`src/rtl/instruction_fetch.sv`:
```
// instruction_fetch: PC-owning fetch stage feeding the execute stage over valid/stall.
// Ports:
//   clk, rst_n           clock, asynchronous active-low reset
//   run_i                level fetch enable
//   stall_i              downstream not ready; holds the presented instruction
//   jump_en_i/jump_addr_i load PC and flush the presented instruction
//   pm_addr_o/pm_ins_i   combinational program-memory address/data
//   ins_valid_o, ins_o, opcode_o, reg_sel_o, pc_o   presented instruction
//   halted_o             high while halted at END_ADDR
package instruction_fetch_pkg;
    localparam logic [3:0] OPCODE_NOP = 4'hF;
endpackage

module instruction_fetch
    import instruction_fetch_pkg::*;
#(
    parameter int ADDR_W   = 5,
    parameter int INS_W    = 6,
    parameter int OPC_W    = 4,
    parameter int END_ADDR = 31,
    parameter int SKIP_NOP = 0
) (
    input  logic                     clk,
    input  logic                     rst_n,
    input  logic                     run_i,
    input  logic                     stall_i,
    input  logic                     jump_en_i,
    input  logic [ADDR_W-1:0]        jump_addr_i,
    output logic [ADDR_W-1:0]        pm_addr_o,
    input  logic [INS_W-1:0]         pm_ins_i,
    output logic                     ins_valid_o,
    output logic [INS_W-1:0]         ins_o,
    output logic [OPC_W-1:0]         opcode_o,
    output logic [INS_W-OPC_W-1:0]   reg_sel_o,
    output logic [ADDR_W-1:0]        pc_o,
    output logic                     halted_o
);
    typedef enum logic [1:0] {IDLE, FETCH, HALT} state_t;
    state_t            state;
    logic [ADDR_W-1:0] pc;
    logic              hold;
    logic              advance;
    logic              is_nop;

    assign hold      = ins_valid_o && stall_i;
    assign advance   = (state == FETCH) && run_i && !hold;
    assign is_nop    = (SKIP_NOP != 0) && (pm_ins_i[INS_W-1 -: OPC_W] == OPC_W'(OPCODE_NOP));
    assign pm_addr_o = pc;
    assign opcode_o  = ins_o[INS_W-1 -: OPC_W];
    assign reg_sel_o = ins_o[INS_W-OPC_W-1:0];

    always_ff @(posedge clk or negedge rst_n) begin
        if (!rst_n) begin
            state       <= IDLE;
            pc          <= '0;
            ins_valid_o <= 1'b0;
            ins_o       <= '0;
            pc_o        <= '0;
            halted_o    <= 1'b0;
        end else if (jump_en_i) begin
            pc          <= jump_addr_i;
            ins_valid_o <= 1'b0;
            if (state == HALT) begin
                state    <= FETCH;
                halted_o <= 1'b0;
            end
        end else begin
            case (state)
                IDLE: if (run_i) state <= FETCH;
                FETCH: begin
                    if (advance) begin
                        ins_o       <= pm_ins_i;
                        pc_o        <= pc;
                        ins_valid_o <= !is_nop;
                        // PC parks at END_ADDR rather than wrapping
                        if (pc == ADDR_W'(END_ADDR)) begin
                            state    <= HALT;
                            halted_o <= 1'b1;
                        end else begin
                            pc <= pc + 1'b1;
                        end
                    end else if (!run_i && !hold) begin
                        ins_valid_o <= 1'b0;
                        state       <= IDLE;
                    end
                end
                HALT: if (!stall_i) ins_valid_o <= 1'b0;
                default: state <= IDLE;
            endcase
        end
    end
endmodule

```
`config.mk`:
```
export PLATFORM = sky130hd
export DESIGN_NAME = instruction_fetch
export DESIGN_NICKNAME = d
export VERILOG_FILES = /design/src/rtl/instruction_fetch.sv
export SDC_FILE = /design/constraint.sdc
export NUM_CORES = 1
export LEC_CHECK = 0
export CAP_MARGIN = 40
export CORE_MARGIN = 2
export CORE_UTILIZATION = 30
export CTS_CLUSTER_SIZE = 16
export DETAILED_ROUTE_END_ITERATION = 8
export GPL_ROUTABILITY_DRIVEN = 1
export PLACE_DENSITY = 0.64
export SYNTH_ARGS = -nofsm -noshare
export SYNTH_HDL_FRONTEND = slang
export SYNTH_SLANG_ARGS = --single-unit
```
`constraint.sdc`:
```
create_clock -name clk -period 1.8 [get_ports clk]
set_input_delay 0.36 -clock clk [delete_from_list [all_inputs] [get_ports clk]]
set_output_delay 0.36 -clock clk [all_outputs]
set_load 0.02 [all_outputs]
```
==> results_dict.tcl, run 1 <==
set metrics [dict create \
    detail_route.iter0.violations 3 \
    total_power_mw 1.66 \
    yosys.area.top_type "dfrtp_1" \
    yosys_warnings 0 \
    fin_crit_ns 1.85 \
    skew_ns 0.00269 \
    synth_most_common_cell "dfrtp_1" \
    crit_path_end_kind "flop" \
    finalSetupViolCount 2 \
    via_per_inst 4.72 \
    hold_viol 0 \
    worst-path-max-fanout 4 \
    synth_ff_type "dfrtp_1" \
    critPathArrivalTime_ns 2.07 \
    remaining_drc_errors 0 \
    cp-start-kind "flop" \
    ioPinCount 40 \
    synthAdderAreaFrac 0.0247 \
    multi_input_area_um2 469 \
    wl_um 2510 \
    portBuffers 39 \
    status "finished, violations left" \
    final_nets 154 \
    synth_nets 106 \
    crit_path_start "pm_addr_o[1]$_DFFE_PN0P_" \
    wl_per_cell_um 13.9 \
    synth_cell_types 28 \
    grt_pass1_wl_um 4040 \
    crit_type "flop to flop" \
    fillCellCount 292 \
    post_cts_buffers 0 \
    worstPathRequired_ns 2.02 \
    r2r_start "pm_addr_o[1]$_DFFE_PN0P_" \
    path_clk_slew_ns 0.11 \
    drt_pass1_iterations 4 \
    design_area_um2 1580 \
    syn_area_um2 1010 \
    overflow 0 \
    start_util 0.308 \
    hp-class "input pin to asynchronous set/reset pin" \
    core_um2 3280 \
    synth_seq_cells 20 \
    clk_path_buf_depth 2 \
    synthCells 88 \
    p_leak_nw 0.648 \
    cap_violations 0 \
    cts-root-buf "clkbuf_4" \
    track_usage 0.145 \
    final_antenna_net_count 0 \
    synthMuxAreaShare 0.122 \
    cts_tree "built" \
    setup_slack_ns -0.0487 \
    synthTopCellsByArea "dfrtp_1 (49%), mux2_2 (10%), buf_4 (5.2%)" \
    final_cells 180 \
    dp_slack_ns -0.0896 \
    synthArstFlopShare 1.00 \
    regArea_um2 503 \
    max_freq_ghz 0.541 \
    grt_max_degree 21 \
    placed_cells 177 \
    synthTopCellsByCount "dfrtp_1 (20), mux2_2 (9), buf_4 (7), o21ai_0 (7), nor2_1 (6)" \
    place_area_um2 1510 \
    cts_num_sinks 20 \
    drive_gt1_frac 0.276 \
    synth_edf_count 0 \
    die_area_um2 3850 \
    worstMarginPinSlew_ns 0.343 \
    synthXorXnorAreaFrac 0.00865 \
    routed-via-count 849 \
    finalCritPeriodShare 1.03 \
    h-tree-depth 1 \
    cts_buffers 3 \
    violations "setup timing" \
    rows 21 \
    die_w_um 62.1 \
    area_delta_synth_final_pct 56.5 \
    synth_simple_gate_area_frac 0.161 \
    synth_top_family_by_area "simple AND/OR/NAND/NOR gates" \
    n_antenna_cell 0 \
    synth_top_area_share 0.494 \
    ir_drop_mv 0.358 \
    antenna_found_initial 0 \
    grt_pass1_vias 895 \
    rsz0062_at_grt "true" \
    powerDensity_nw_per_um2 1050 \
    drv_slew 0 \
    relSlewSlack 0.771 \
    clk_latency_ns 0.30 \
    dp_hpwl_um 1820 \
    synth-compound-area-share 0.100 \
    routabilityCongestion 0.785 \
    ys_seq_area_frac 0.494 \
    die_h_um 62.1 \
    synth_area_per_cell_um2 11.5 \
]
-- area by class of cell --
type                            instances  area share
Timing Repair Buffer                   53       0.329
Sequential cell                        20       0.318
Multi-Input combinational cell         55       0.296
Tap cell                               46      0.0363
Clock buffer                            3      0.0142
Inverter                                3     0.00711
-- per-layer routing --
metal,wire (um),global-route usage,vias to the layer above
met5,0,0,-
met4,57,0.0729,0
met3,130,0.0124,6
met2,1280,0.268,33
met1,1040,0.164,406
li1,-,-,404
-- power breakdown --
part	switching [mW]	leakage [nW]	internal, mW
clock network	0.130	0.0138	0.0779
logic	0.374	0.398	0.431
registers	0.0805	0.235	0.564
-- path summary, 6_finish.rpt --
kind / to / slack [ns] / cells past startpoint
worst max-delay path: pm_addr_o[3]$_DFFE_PN0P_ / -0.05 / 6
worst min-delay path: pc_o[3]$_DFFE_PN0P_ / 0.39 / 2
min in group clk: halted_o$_DFFE_PN0P_ / 0.49 / 2
worst min register to register: halted_o$_DFFE_PN0P_ / 0.49 / 2
max in group asynchronous: pm_addr_o[1]$_DFFE_PN0P_ / 1.19 / 2
worst max register to register: pm_addr_o[3]$_DFFE_PN0P_ / -0.05 / 6
-- layout by cell type (no fill, tap or decap), types with 3 or more instances in the layout --
cell             instances
clkdlybuf4s50_1         34
dfrtp_1                 18
buf_4                   11
mux2_2                   9
o21ai_0                  7
nor2_1                   6
a31oi_1                  5
nand2_1                  4
inv_1                    3
nand3_1                  3
clkbuf_4                 3
dlymetal6s2s_1           3
-- state kept, by name, summed over array words and instances, names as in the netlist --
| name | cells |
|---|---|
| ins_o | 6 |
| state | 2 |
| ins_valid_o | 1 |
| pc_o | 5 |
| halted_o | 1 |
| pm_addr_o | 5 |
-- critical path, cell delays in order, from the launching register on --
cell       delay (ns)
dfrtp_2          0.44
ha_4             0.16
and3_4           0.16
ha_4             0.15
nand4bb_4        0.21
or4_4            0.50
a31oi_1          0.15
-- stage by stage --
step	util	hold WS, ns	setup TNS, ns
5_1_grt	0.482	0.407	-0.183
3_5_place_dp	0.459	0.471	-0.489
2_1_floorplan	-	0.0644	-0.126
4_1_cts	0.479	0.388	-0.0445
3_3_place_gp	0.459	0.463	-0.209
6_report	0.482	0.386	-0.0683
-- what timing repair did --
| item | in CTS | in global routing |
|---|---|---|
| gates resized for setup | 9 | 4 |
| pin swaps | 4 | 2 |
| endpoints found under the hold margin | 0 | 0 |
| hold buffers | 0 | 0 |
| endpoints found under the setup margin | 3 | 6 |
-- kinds of logic after synthesis --
logic type,after synthesis
and+or+nand+nor,24
xor gates and xnor gates,1
DFF,20
buffers and inverters,13
adders and majority gates,2
muxes,11
AOI/OAI and AO/OA,17
Power figures use the tool's default switching activity.
==> run 2: changes to the inputs <==
--- a/config.mk
+++ b/config.mk
@@ -11,6 +11,7 @@
 export CTS_CLUSTER_SIZE = 16
 export DETAILED_ROUTE_END_ITERATION = 8
 export GPL_ROUTABILITY_DRIVEN = 1
+export MAX_ROUTING_LAYER = met4
 export PLACE_DENSITY = 0.64
 export SYNTH_ARGS = -nofsm -noshare
 export SYNTH_HDL_FRONTEND = slang
==> results_dict.tcl, run 2 (same netlist as run 1, synthesis figures left out) <==
set metrics [dict create \
    r2r_slack_ns -0.05 \
    routed-via-count 849 \
    final_cell_mix "clkdlybuf4s50_1 (34), dfrtp_1 (18), buf_4 (11)" \
    h-tree-depth 1 \
    powerDensity_nw_per_um2 1050 \
    routabilityCongestion 0.796 \
    cp_common_cell "ha_4" \
    cts_buffers 3 \
    rsz0062_at_grt "true" \
    violations "setup timing" \
    hold_buffers 0 \
    ir_drop_mv 0.358 \
    cp_cell_sequence "ha_4 > and3_4 > ha_4 > nand4bb_4 > or4_4 > a31oi_1" \
    drive_gt1_frac 0.276 \
    hold_viol 0 \
    largest-register "ins_o" \
    final_cells 180 \
    crit_type "flop to flop" \
    start_util 0.308 \
    p_leak_nw 0.648 \
    worstMarginPinSlew_ns 0.343 \
    worst-path-max-fanout 4 \
    crit_slowest_cell "or4_4" \
    status "finished, violations left" \
    cts_tree "built" \
    cts_num_sinks 20 \
    final_nets 154 \
    die_area_um2 3850 \
    n_antenna_cell 0 \
    overflow 0 \
    final_antenna_net_count 0 \
    drv_slew 0 \
    ioPinCount 40 \
    remaining_drc_errors 0 \
    detail_route.iter0.violations 3 \
    finalSetupViolCount 2 \
    wl_um 2510 \
    final_common_cell "clkdlybuf4s50_1" \
    rows 21 \
    core_um2 3280 \
    relSlewSlack 0.771 \
    antenna_found_initial 0 \
    grt_pass1_vias 895 \
    total_power_mw 1.66 \
    fin_hold_ws_ns 0.386 \
    tns_ns -0.0683 \
    portBuffers 39 \
    grt_pass1_wl_um 4040 \
    clk_latency_ns 0.30 \
    worstPathRequired_ns 2.02 \
    drt_pass1_iterations 4 \
    critPathBufInv 0 \
    area_delta_synth_final_pct 56.5 \
    critPathArrivalTime_ns 2.07 \
    finalCritPeriodShare 1.03 \
    cts-root-buf "clkbuf_4" \
    crit_path_end_kind "flop" \
    placed_cells 177 \
    hp-class "input pin to asynchronous set/reset pin" \
    max_freq_ghz 0.541 \
    die_w_um 62.1 \
    wl_per_cell_um 13.9 \
    track_usage 0.149 \
    grt_max_degree 21 \
    fin_crit_ns 1.85 \
    largest_reg_flops 6 \
    cp-start-kind "flop" \
    path_clk_slew_ns 0.11 \
    critPathMaxStageDelay_ns 0.50 \
    cp_top_family "simple AND/OR/NAND/NOR gates" \
    clk_path_buf_depth 2 \
    dp_hpwl_um 1820 \
    setup_slack_ns -0.0487 \
    cap_violations 0 \
    skew_ns 0.00271 \
    fillCellCount 292 \
    via_per_inst 4.72 \
    die_h_um 62.1 \
]
run 2: cell counts in the layout (fill, tap and decap cells not counted):
No cell type changed its count.
run 2: layout make-up:
type	instances	area (um^2)	area share
multi-input cells	55	469	0.296
inverters	3	11.3	0.00711
flip-flops and latches	20	503	0.318
repair buffers	53	520	0.329
well taps	46	57.6	0.0363
clock buffers	3	22.5	0.0142
run 2: timing repair:
item                                    in CTS  in global routing
buffers inserted                             0                  0
hold endpoints to repair                     0                  0
pin swaps                                    4                  2
gates resized for setup                      9                  4
endpoints found under the setup margin       3                  6
run 2: final timing paths:
path,cells after the start,endpoint,from
min in group clk,2,halted_o$_DFFE_PN0P_,halted_o$_DFFE_PN0P_
max,6,pm_addr_o[3]$_DFFE_PN0P_,pm_addr_o[1]$_DFFE_PN0P_
min,2,pc_o[3]$_DFFE_PN0P_,rst_n
max in group asynchronous,2,pm_addr_o[1]$_DFFE_PN0P_,rst_n
max reg2reg,6,pm_addr_o[3]$_DFFE_PN0P_,pm_addr_o[1]$_DFFE_PN0P_
min reg2reg,2,halted_o$_DFFE_PN0P_,halted_o$_DFFE_PN0P_
run 2: power breakdown:
group          switching [mW]  internal (mW)  leakage (nW)
logic                   0.374          0.431         0.398
clock network           0.130         0.0779        0.0138
registers              0.0805          0.564         0.235
total                   0.584           1.07         0.648
run 2: routing by layer:
layer	vias up	GRT usage	share of wire
li1	404	-	-
met1	406	0.167	0.42
met2	33	0.268	0.51
met3	6	0.00828	0.045
met4	0	0.0729	0.023
met5	-	-	0
run 2: through the flow:
stage | util | worst slack, ns | instance area, um^2
final | 0.482 | -0.0487 | 1580
after global routing | 0.482 | -0.100 | 1580
after CTS | 0.479 | -0.0445 | 1570
after detailed placement | 0.459 | -0.0896 | 1510
after global placement | 0.459 | -0.0480 | 1510
after floorplan | - | -0.0977 | 1020
